### config.mk
export PLATFORM = sky130hd
export DESIGN_NAME = gmii_frame_gen_flat
export DESIGN_NICKNAME = d
export VERILOG_FILES = /design/src/rtl/gmii_frame_gen_if.sv /design/src/rtl/gmii_frame_gen.sv /design/src/flat_wrapper.sv
export SDC_FILE = /design/constraint.sdc
export NUM_CORES = 1
export LEC_CHECK = 0
export BUFFER_PORTS_ARGS = -buffer_cell sky130_fd_sc_hd__buf_2
export CAP_MARGIN = 20
export CORE_ASPECT_RATIO = 0.9
export CORE_MARGIN = 5
export CORE_UTILIZATION = 30
export CTS_CLUSTER_DIAMETER = 30
export DETAILED_ROUTE_END_ITERATION = 8
export PLACE_DENSITY_LB_ADDON = 0.1
export SLEW_MARGIN = 20
export SYNTH_ARGS = -nofsm -noshare
export SYNTH_HDL_FRONTEND = slang
export SYNTH_SLANG_ARGS = --single-unit
### constraint.sdc
create_clock -name gmii_clk_i -period 8.86 [get_ports gmii_clk_i]
set_input_delay 0.443 -clock gmii_clk_i [delete_from_list [all_inputs] [get_ports gmii_clk_i]]
set_output_delay 0.443 -clock gmii_clk_i [all_outputs]
set_load 0.005 [all_outputs]
### src/rtl/gmii_frame_gen_if.sv
// Request/status bundle and per-channel GMII outputs of gmii_frame_gen.
// master = frame requester, slave = generator.
interface gmii_frame_gen_if #(
  parameter int NUM_PORTS  = 4,
  parameter int DATA_WIDTH = 8
);
  localparam int PSW = (NUM_PORTS > 1) ? $clog2(NUM_PORTS) : 1;

  logic                  start_i;
  logic [PSW-1:0]        port_sel_i;
  logic [47:0]           dst_mac_i;
  logic [47:0]           src_mac_i;
  logic [15:0]           eth_type_i;
  logic [10:0]           payload_len_i;
  logic                  fcs_err_i;
  logic                  rx_er_i;
  logic                  ready_o;
  logic                  done_o;
  logic [15:0]           frame_cnt_o;
  logic [DATA_WIDTH-1:0] gmii_data_o [NUM_PORTS];
  logic [NUM_PORTS-1:0]  gmii_dv_o;
  logic [NUM_PORTS-1:0]  gmii_er_o;

  modport master (
    output start_i, port_sel_i, dst_mac_i, src_mac_i, eth_type_i,
           payload_len_i, fcs_err_i, rx_er_i,
    input  ready_o, done_o, frame_cnt_o, gmii_data_o, gmii_dv_o, gmii_er_o
  );

  modport slave (
    input  start_i, port_sel_i, dst_mac_i, src_mac_i, eth_type_i,
           payload_len_i, fcs_err_i, rx_er_i,
    output ready_o, done_o, frame_cnt_o, gmii_data_o, gmii_dv_o, gmii_er_o
  );
endinterface

### src/rtl/gmii_frame_gen.sv
// Ethernet frame generator driving one of NUM_PORTS GMII channels, one byte per cycle.
//   state    | meaning
//   IDLE     | ready_o high, waiting for start_i
//   PREAMBLE | 7 x 0x55
//   SFD      | 0xD5
//   DST/SRC  | 6-byte MAC addresses, MSB first
//   TYPE     | EtherType, MSB first
//   PAYLOAD  | byte i = i[7:0]
//   PAD      | zeros up to 46 data bytes
//   FCS      | CRC-32 complement, LSB first
//   IFG      | idle gap, dv low
module gmii_frame_gen #(
  parameter int NUM_PORTS   = 4,
  parameter int DATA_WIDTH  = 8,
  parameter int MAX_PAYLOAD = 1500,
  parameter int IFG_CYCLES  = 12
) (
  input logic             gmii_clk_i,
  input logic             gmii_rst_i,
  gmii_frame_gen_if.slave bus
);
  localparam int PSW         = (NUM_PORTS > 1) ? $clog2(NUM_PORTS) : 1;
  localparam int MIN_PAYLOAD = 46;
  localparam int CNT_MAX     = (MAX_PAYLOAD + MIN_PAYLOAD > IFG_CYCLES) ?
                               MAX_PAYLOAD + MIN_PAYLOAD : IFG_CYCLES;
  localparam int CW0         = $clog2(CNT_MAX + 1);
  localparam int CW          = (CW0 > 11) ? CW0 : 11;

  typedef enum logic [3:0] {
    S_IDLE, S_PREAMBLE, S_SFD, S_DST, S_SRC, S_TYPE, S_PAYLOAD, S_PAD, S_FCS, S_IFG
  } state_t;

  state_t         state, nxt_state;
  logic [CW-1:0]  rem, nxt_rem;
  logic [CW-1:0]  len_q, pad_len;
  logic [PSW-1:0] port_q, nxt_port;
  logic [47:0]    dst_q, src_q;
  logic [15:0]    type_q;
  logic           fcs_err_q, rx_er_q;
  logic           accept, nxt_dv, nxt_er, crc_on;
  logic [7:0]     byte_q, nxt_byte;
  logic [31:0]    crc, crc_nxt, fcs;

  function automatic logic [31:0] crc32_byte(logic [31:0] c, logic [7:0] d);
    logic [31:0] r;
    r = c ^ {24'h0, d};
    for (int b = 0; b < 8; b++)
      r = r[0] ? ((r >> 1) ^ 32'hEDB8_8320) : (r >> 1);
    return r;
  endfunction

  assign pad_len = (len_q < CW'(MIN_PAYLOAD)) ? CW'(MIN_PAYLOAD) - len_q : '0;
  assign crc_on  = state inside {S_DST, S_SRC, S_TYPE, S_PAYLOAD, S_PAD};
  assign crc_nxt = crc_on ? crc32_byte(crc, byte_q) : crc;
  assign fcs     = ~crc_nxt;

  // IFG holds IFG_CYCLES-1 cycles; the IDLE cycle with ready_o high is the last
  // idle cycle, so a back-to-back start gives exactly IFG_CYCLES dv-low cycles.
  always_comb begin
    nxt_state = state;
    nxt_rem   = rem - CW'(1);
    accept    = 1'b0;
    case (state)
      S_IDLE: begin
        nxt_rem = rem;
        if (bus.start_i) begin
          accept    = 1'b1;
          nxt_state = S_PREAMBLE;
          nxt_rem   = CW'(6);
        end
      end
      S_PREAMBLE: if (rem == '0) begin nxt_state = S_SFD; nxt_rem = '0; end
      S_SFD:      begin nxt_state = S_DST; nxt_rem = CW'(5); end
      S_DST:      if (rem == '0) begin nxt_state = S_SRC; nxt_rem = CW'(5); end
      S_SRC:      if (rem == '0) begin nxt_state = S_TYPE; nxt_rem = CW'(1); end
      S_TYPE: if (rem == '0) begin
        if (len_q != '0) begin nxt_state = S_PAYLOAD; nxt_rem = len_q - CW'(1); end
        else begin nxt_state = S_PAD; nxt_rem = CW'(MIN_PAYLOAD - 1); end
      end
      S_PAYLOAD: if (rem == '0) begin
        if (pad_len != '0) begin nxt_state = S_PAD; nxt_rem = pad_len - CW'(1); end
        else begin nxt_state = S_FCS; nxt_rem = CW'(3); end
      end
      S_PAD: if (rem == '0) begin nxt_state = S_FCS; nxt_rem = CW'(3); end
      S_FCS: if (rem == '0) begin nxt_state = S_IFG; nxt_rem = CW'(IFG_CYCLES - 2); end
      S_IFG: if (rem == '0) begin nxt_state = S_IDLE; nxt_rem = '0; end
      default: begin nxt_state = S_IDLE; nxt_rem = '0; end
    endcase
  end

  always_comb begin
    nxt_byte = 8'h00;
    case (nxt_state)
      S_PREAMBLE: nxt_byte = 8'h55;
      S_SFD:      nxt_byte = 8'hD5;
      S_DST:      nxt_byte = dst_q[{nxt_rem[2:0], 3'b000} +: 8];
      S_SRC:      nxt_byte = src_q[{nxt_rem[2:0], 3'b000} +: 8];
      S_TYPE:     nxt_byte = nxt_rem[0] ? type_q[15:8] : type_q[7:0];
      S_PAYLOAD:  nxt_byte = 8'(len_q - CW'(1) - nxt_rem);
      S_FCS: begin
        case (nxt_rem[1:0])
          2'd3:    nxt_byte = fcs[7:0] ^ {7'b0, fcs_err_q};
          2'd2:    nxt_byte = fcs[15:8];
          2'd1:    nxt_byte = fcs[23:16];
          default: nxt_byte = fcs[31:24];
        endcase
      end
      default:    nxt_byte = 8'h00;
    endcase
  end

  assign nxt_port = accept ? bus.port_sel_i : port_q;
  assign nxt_dv   = nxt_state inside {S_PREAMBLE, S_SFD, S_DST, S_SRC, S_TYPE,
                                      S_PAYLOAD, S_PAD, S_FCS};
  assign nxt_er   = rx_er_q && (nxt_state == S_PAYLOAD) && (state != S_PAYLOAD);

  always_ff @(posedge gmii_clk_i) begin
    if (gmii_rst_i) begin
      state           <= S_IDLE;
      rem             <= '0;
      crc             <= '1;
      byte_q          <= '0;
      port_q          <= '0;
      bus.ready_o     <= 1'b1;
      bus.done_o      <= 1'b0;
      bus.frame_cnt_o <= '0;
      bus.gmii_dv_o   <= '0;
      bus.gmii_er_o   <= '0;
      for (int p = 0; p < NUM_PORTS; p++) bus.gmii_data_o[p] <= '0;
    end else begin
      state  <= nxt_state;
      rem    <= nxt_rem;
      byte_q <= nxt_byte;
      port_q <= nxt_port;
      crc    <= accept ? '1 : crc_nxt;
      if (accept) begin
        dst_q     <= bus.dst_mac_i;
        src_q     <= bus.src_mac_i;
        type_q    <= bus.eth_type_i;
        fcs_err_q <= bus.fcs_err_i;
        rx_er_q   <= bus.rx_er_i;
        len_q     <= (CW'(bus.payload_len_i) > CW'(MAX_PAYLOAD)) ?
                     CW'(MAX_PAYLOAD) : CW'(bus.payload_len_i);
      end
      bus.ready_o <= (nxt_state == S_IDLE);
      bus.done_o  <= (state == S_FCS) && (nxt_state == S_IFG);
      if ((state == S_FCS) && (nxt_state == S_IFG))
        bus.frame_cnt_o <= bus.frame_cnt_o + 16'd1;
      for (int p = 0; p < NUM_PORTS; p++) begin
        bus.gmii_data_o[p] <= (nxt_dv && PSW'(p) == nxt_port) ? DATA_WIDTH'(nxt_byte) : '0;
        bus.gmii_dv_o[p]   <= nxt_dv && (PSW'(p) == nxt_port);
        bus.gmii_er_o[p]   <= nxt_er && (PSW'(p) == nxt_port);
      end
    end
  end
endmodule

### src/flat_wrapper.sv
// flat-port wrapper written by rule: the top's interface ports become plain ports
module gmii_frame_gen_flat 
#(
  parameter int NUM_PORTS   = 4,
  parameter int DATA_WIDTH  = 8,
  parameter int MAX_PAYLOAD = 1500,
  parameter int IFG_CYCLES  = 12
)
  (gmii_clk_i, gmii_rst_i, bus_start_i, bus_port_sel_i, bus_dst_mac_i, bus_src_mac_i, bus_eth_type_i, bus_payload_len_i, bus_fcs_err_i, bus_rx_er_i, bus_ready_o, bus_done_o, bus_frame_cnt_o, bus_gmii_data_o, bus_gmii_dv_o, bus_gmii_er_o);
  gmii_frame_gen_if #(.NUM_PORTS(NUM_PORTS), .DATA_WIDTH(DATA_WIDTH)) bus_i ();
  input logic gmii_clk_i;
  input logic gmii_rst_i;
  input wire logic [$bits(bus_i.start_i)-1:0] bus_start_i;
  input wire logic [$bits(bus_i.port_sel_i)-1:0] bus_port_sel_i;
  input wire logic [$bits(bus_i.dst_mac_i)-1:0] bus_dst_mac_i;
  input wire logic [$bits(bus_i.src_mac_i)-1:0] bus_src_mac_i;
  input wire logic [$bits(bus_i.eth_type_i)-1:0] bus_eth_type_i;
  input wire logic [$bits(bus_i.payload_len_i)-1:0] bus_payload_len_i;
  input wire logic [$bits(bus_i.fcs_err_i)-1:0] bus_fcs_err_i;
  input wire logic [$bits(bus_i.rx_er_i)-1:0] bus_rx_er_i;
  output wire logic [$bits(bus_i.ready_o)-1:0] bus_ready_o;
  output wire logic [$bits(bus_i.done_o)-1:0] bus_done_o;
  output wire logic [$bits(bus_i.frame_cnt_o)-1:0] bus_frame_cnt_o;
  output wire logic [$bits(bus_i.gmii_data_o)-1:0] bus_gmii_data_o;
  output wire logic [$bits(bus_i.gmii_dv_o)-1:0] bus_gmii_dv_o;
  output wire logic [$bits(bus_i.gmii_er_o)-1:0] bus_gmii_er_o;
  assign bus_i.start_i = bus_start_i;
  assign bus_i.port_sel_i = bus_port_sel_i;
  assign bus_i.dst_mac_i = bus_dst_mac_i;
  assign bus_i.src_mac_i = bus_src_mac_i;
  assign bus_i.eth_type_i = bus_eth_type_i;
  assign bus_i.payload_len_i = bus_payload_len_i;
  assign bus_i.fcs_err_i = bus_fcs_err_i;
  assign bus_i.rx_er_i = bus_rx_er_i;
  assign bus_ready_o = bus_i.ready_o;
  assign bus_done_o = bus_i.done_o;
  assign bus_frame_cnt_o = bus_i.frame_cnt_o;
  assign bus_gmii_data_o = {>>{bus_i.gmii_data_o}};
  assign bus_gmii_dv_o = bus_i.gmii_dv_o;
  assign bus_gmii_er_o = bus_i.gmii_er_o;
  gmii_frame_gen #(.NUM_PORTS(NUM_PORTS), .DATA_WIDTH(DATA_WIDTH), .MAX_PAYLOAD(MAX_PAYLOAD), .IFG_CYCLES(IFG_CYCLES)) u_core (.gmii_clk_i(gmii_clk_i), .gmii_rst_i(gmii_rst_i), .bus(bus_i));
endmodule
Yosys cells after proc, flatten, opt, wreduce, memory -nomap -nowiden
Cells that the tools add are included. W data, S select, Z words.

Reductions and logical operators: 26. Shift operators: 2. Bitwise gates (word level): 16. Multiplexer cells: 39. Add/subtract/negate cells: 6. Equality and inequality tests: 25. Magnitude comparators: 2.

Operators with widths (number): $mux W32 (9); $mux W11 (11); $not A13 Y14 (8); $pmux W11 S9 (1); $shiftx A48 B7 Y8 (2); $pmux W8 S7 (1); $mux W4 (10); $pmux W4 S10 (1); $sub A11 B1 Y11 const B (3); $eq A4 B3 Y1 const B (8); $not A32 Y32 (1); $xor A32 B8 Y32 (1); $pmux W8 S3 (1); $reduce_bool A11 Y1 (2); $add A16 B1 Y16 const B (1); $eq A4 B2 Y1 const B (4); $eq A4 B4 Y1 const B (4); $reduce_or A2 Y1 (6); $gt A11 B11 Y1 const B (1); $logic_and A1 B1 Y1 (11); $logic_not A11 Y1 (1); $lt A11 B6 Y1 const B (1); $sub A6 B11 Y11 const A (1); $eq A4 B1 Y1 const B (2); other kinds (16) (25).

Input bits: 130. Register bits: 240. Output and inout port bits: 58.

Longest topological paths before layout
Word-level depth: 22. Depth in mapped cells: 24.

Least setup slack after synthesis
No wires, ideal clock.

Path kind: flip-flop to flip-flop. From: register u_core.state[0]. To: register u_core.dst_q[0], enable pin. Setup slack: 1795 ps. Library setup time: 611 ps. Data arrival time: 6454 ps. Path buffers: 2. Stages on the path, launching flop included: 6. Clock period less this slack: 7065 ps. Required time: 8249 ps. Cells stage by stage: dfxtp_1 -> clkbuf_1 -> buf_2 -> nor3_1 -> nand2_1 -> nor2_1.

Cells in the longest elaborated chain, start to end: 3.

Ends and longest elaborated chain: from (decl) (line gmii_frame_gen.sv:33) `state_t state, nxt_state;`; from (signal assigned) (line gmii_frame_gen.sv:131) `state <= nxt_state;`; $logic_not A4 Y1 (line gmii_frame_gen.sv:63) `case (state)`; $mux W1 (line gmii_frame_gen.sv:63); $reduce_and A2 Y1 (no source line); to (signal assigned) (line gmii_frame_gen.sv:137) `dst_q <= bus.dst_mac_i;`; to (decl) (line gmii_frame_gen.sv:37) `logic [47:0] dst_q, src_q;`.

No other way between the ends. A chain may end at the register's enable or synchronous reset.

Worst setup path in the final report
From: register u_core.len_q[0]. To: register u_core.bus.gmii_data_o[30].

Cells in the longest elaborated chain, start to end: 11. Elaborated cells on any way between the ends: 38. Those cells by class: 4 x add/sub; 1 x order compare; 11 x eq/ne; 2 x shift; 14 x mux; 1 x bitwise; 5 x reduce/logical.

Ends and longest elaborated chain: from (decl) (line gmii_frame_gen.sv:35) `logic [CW-1:0] len_q, pad_len;`; from (signal assigned) (line gmii_frame_gen.sv:142) `len_q <= (CW'(bus.payload_len_i) > CW'(MAX_PAYLOAD)) ?`; branches (longest 11 deep; another with $sub A6 B11 Y11); to (signal, indexed assignment) (line gmii_frame_gen.sv:150) `bus.gmii_data_o[p] <= (nxt_dv && PSW'(p) == nxt_port) ? DATA_WIDTH'(nxt_byte) : '0;`; to (decl) (line gmii_frame_gen_if.sv:33) `output ready_o, done_o, frame_cnt_o, gmii_data_o, gmii_dv_o, gmii_er_o`.

Parallel ways; which one is timed is not known.

==> results.cfg <==
[logic_synthesis]
ys_top_cells_by_area = edfxtp_1 (32%), dfxtp_1 (19%), mux2i_1 (4.0%)
syn-cell-area_um2 = 11900
synthArstFlopShare_pct = 0
ys_seq_elements = 240
synth_flop_cell = edfxtp_1
synth_cell_types = 103
yosysTopAreaCellShare_pct = 31.6
syn_nets = 1230
synth_commonest_cells = edfxtp_1 (125), dfxtp_1 (115), nand2_1 (101)
synth_most_common_cell = edfxtp_1
synth-edff-count = 125
synthCells = 1084
yosys.area.top_type = edfxtp_1
yosysWarnings = 0
ys_seq_area_share_pct = 51.0
avgSynthCellArea_um2 = 10.9

[cts]
tritoncts = done
path_clk_slew_ps = 50
cts_made_buffers = 59
cts_root_buf = clkbuf_16
clk_path_buf_depth = 3
clkSinkCount = 240
insertion_delay_ps = 600
cts_max_level = 2
cts_setup_buffers = 0

[run]
drv_cap = 0

[final_layout]
syn2layout_area_growth_pct = 34.3
final_cells = 1931
fill_cells = 3779
seqCellArea_um2 = 6060
multiInputGateArea_um2 = 5420
final_nets = 1494
drive_above_1_share_pct = 26.5

[sta]
slew_viol_final = 0
period_minus_slack_ps = 5810
setup_violations = 0
skew_ps = 19.4
fmax_mhz = 172
maxSlewHeadroom_pct = 26.2
rsz0062_at_grt = no
finalSetupTns_ps = 0
hold_violations = 0
whs_ps = 32.0
period_share_pct = 65.6
worstMarginPinSlew_ps = 1090

[global_routing]
grt_overflow = 0
track_usage_pct = 17.4
grt_pass1_vias = 9609
antenna_found_initial = 1
grt_max_degree = 73
grt_pass1_wl_mm = 58.0

[placement]
dp.cells = 1760
port_buffers = 187
place_congestion = 0.896
hpwl_mm = 27.9

[die]
start_util_pct = 30.2
coreArea_um2 = 39300
die_x_um = 220
die_height_um = 199
ioPinCount = 188
core.rowCount = 69
die-area_um2 = 43600

[worst_setup_path]
cp.arrival_ps = 6320
startpoint_type = flop
critPathRequiredTime_ps = 9370
critical_path.max_fanout = 25
crit_type = flop to flop
cp-end-kind = flop

[detailed_routing]
wirelength_mm = 38.6
drt-initial-drc-count = 695
vias = 9555
detail_route.first_pass.iterations = 5
post_drt_via_cell_ratio = 4.95
wl_per_cell_um = 20.0
ant_nets = 0
drc = 0

[pwr]
ir_drop_v = 0.000211
power_density_nw_per_um2 = 395
cellLeakagePower_nw = 6.25

[run_status]
status = finished clean

[worst_hold_path]
hold_class = input pin to flop
==> kinds of logic (layout without fill, tap and decap cells) <==
kind of cell             Yosys count  after routing  share of synthesized area [%]
AND/OR/NAND/NOR                  361            361                           15.9
buffers and inverters             80            394                           3.42
multiplexers                      54             54                           4.62
XOR/XNOR                          95             95                           8.30
flip-flops                       240            240                           51.0
adder cells (fa/ha/maj)           16             16                           1.75
AO/OA/AOI/OAI                    238            238                           15.0
other                              0              1                              0
==> state kept, by name (all words and copies together) (netlist names), 11 cells and up <==
signal                  flops
u_core.len_q               11
u_core.crc                 32
u_core.dst_q               48
u_core.rem                 11
u_core.type_q              16
u_core.bus.frame_cnt_o     16
u_core.bus.gmii_data_o     32
u_core.src_q               48
==> final timing paths <==
check	slack [ps]	end	depth (start not counted)	from
min	30	u_core.src_q[36]	1	bus_src_mac_i[36]
min reg2reg	490	u_core.crc[14]	2	u_core.crc[14]
max reg2reg	3050	u_core.bus.gmii_data_o[30]	22	u_core.len_q[0]
max	3050	u_core.bus.gmii_data_o[30]	22	u_core.len_q[0]
==> area by class of cell <==
class                           count  area share (%)
Antenna cell                        1          0.0157
Multi-Input combinational cell    764            34.0
Clock buffer                       61            9.45
Tap cell                          532            4.18
Clock inverter                     50            3.61
Timing Repair Buffer              256            10.1
Sequential cell                   240            38.0
Inverter                           27           0.636
==> stage by stage <==
step,util [%],power (mW),instance area (um^2),setup WS [ps]
floorplan,-,3.37,11900,1790
global placement,33.7,4.09,13300,3330
detailed placement,33.7,4.08,13300,3140
CTS,40.5,6.35,15900,3100
global route,40.6,6.65,15900,2670
finish,40.6,6.30,15900,3050
==> power by group <==
part           switching (mW)  internal [mW]
clock network           0.740           1.46
registers               0.120           1.36
logic                    1.67          0.948
==> per-layer routing <==
metal / up-vias / global-route usage [%] / share of wire, % / wire [um]
met5: - / 0 / 0 / 0
met4: 0 / 5.20 / 2.4 / 916
met3: 68 / 3.41 / 6.2 / 2390
met2: 329 / 25.5 / 43 / 16400
met1: 4579 / 25.8 / 49 / 18800
li1: 4579 / - / - / -
==> cells in the final DEF (no fill, tap or decap), types with 23 or more instances in the layout <==
master and instances:
nand2_1 101, dfxtp_1 115, a21oi_1 61, o21ai_0 31
xor2_1 28, mux2i_1 48, dlygate4sd3_1 59, clkbuf_16 60
nand3_1 38, nor2_1 88, xnor2_1 53, inv_1 23
edfxtp_1 125, buf_2 187
==> critical path, cell delays in order (launching register included) <==
cell and delay (ps):
edfxtp_1 610, inv_1 170, ha_1 270, o311ai_2 490, nand3_1 190, ha_1 290, inv_1 150, nor4_1 90
or4_4 560, o21ai_4 130, buf_4 360, inv_2 300, ha_1 310, fa_1 390, nor2b_1 150, o21ai_0 120
a21boi_0 210, o21a_1 160, nor3_1 50, o31a_1 290, o211ai_1 170, inv_2 110, a21oi_1 140
==> what timing repair did <==
| action | CTS | global route |
|---|---|---|
| hold buffers | 59 | 0 |
| gates resized for setup | 0 | 0 |
| hold endpoints to repair | 59 | 0 |
Power figures use the tool's default switching activity.
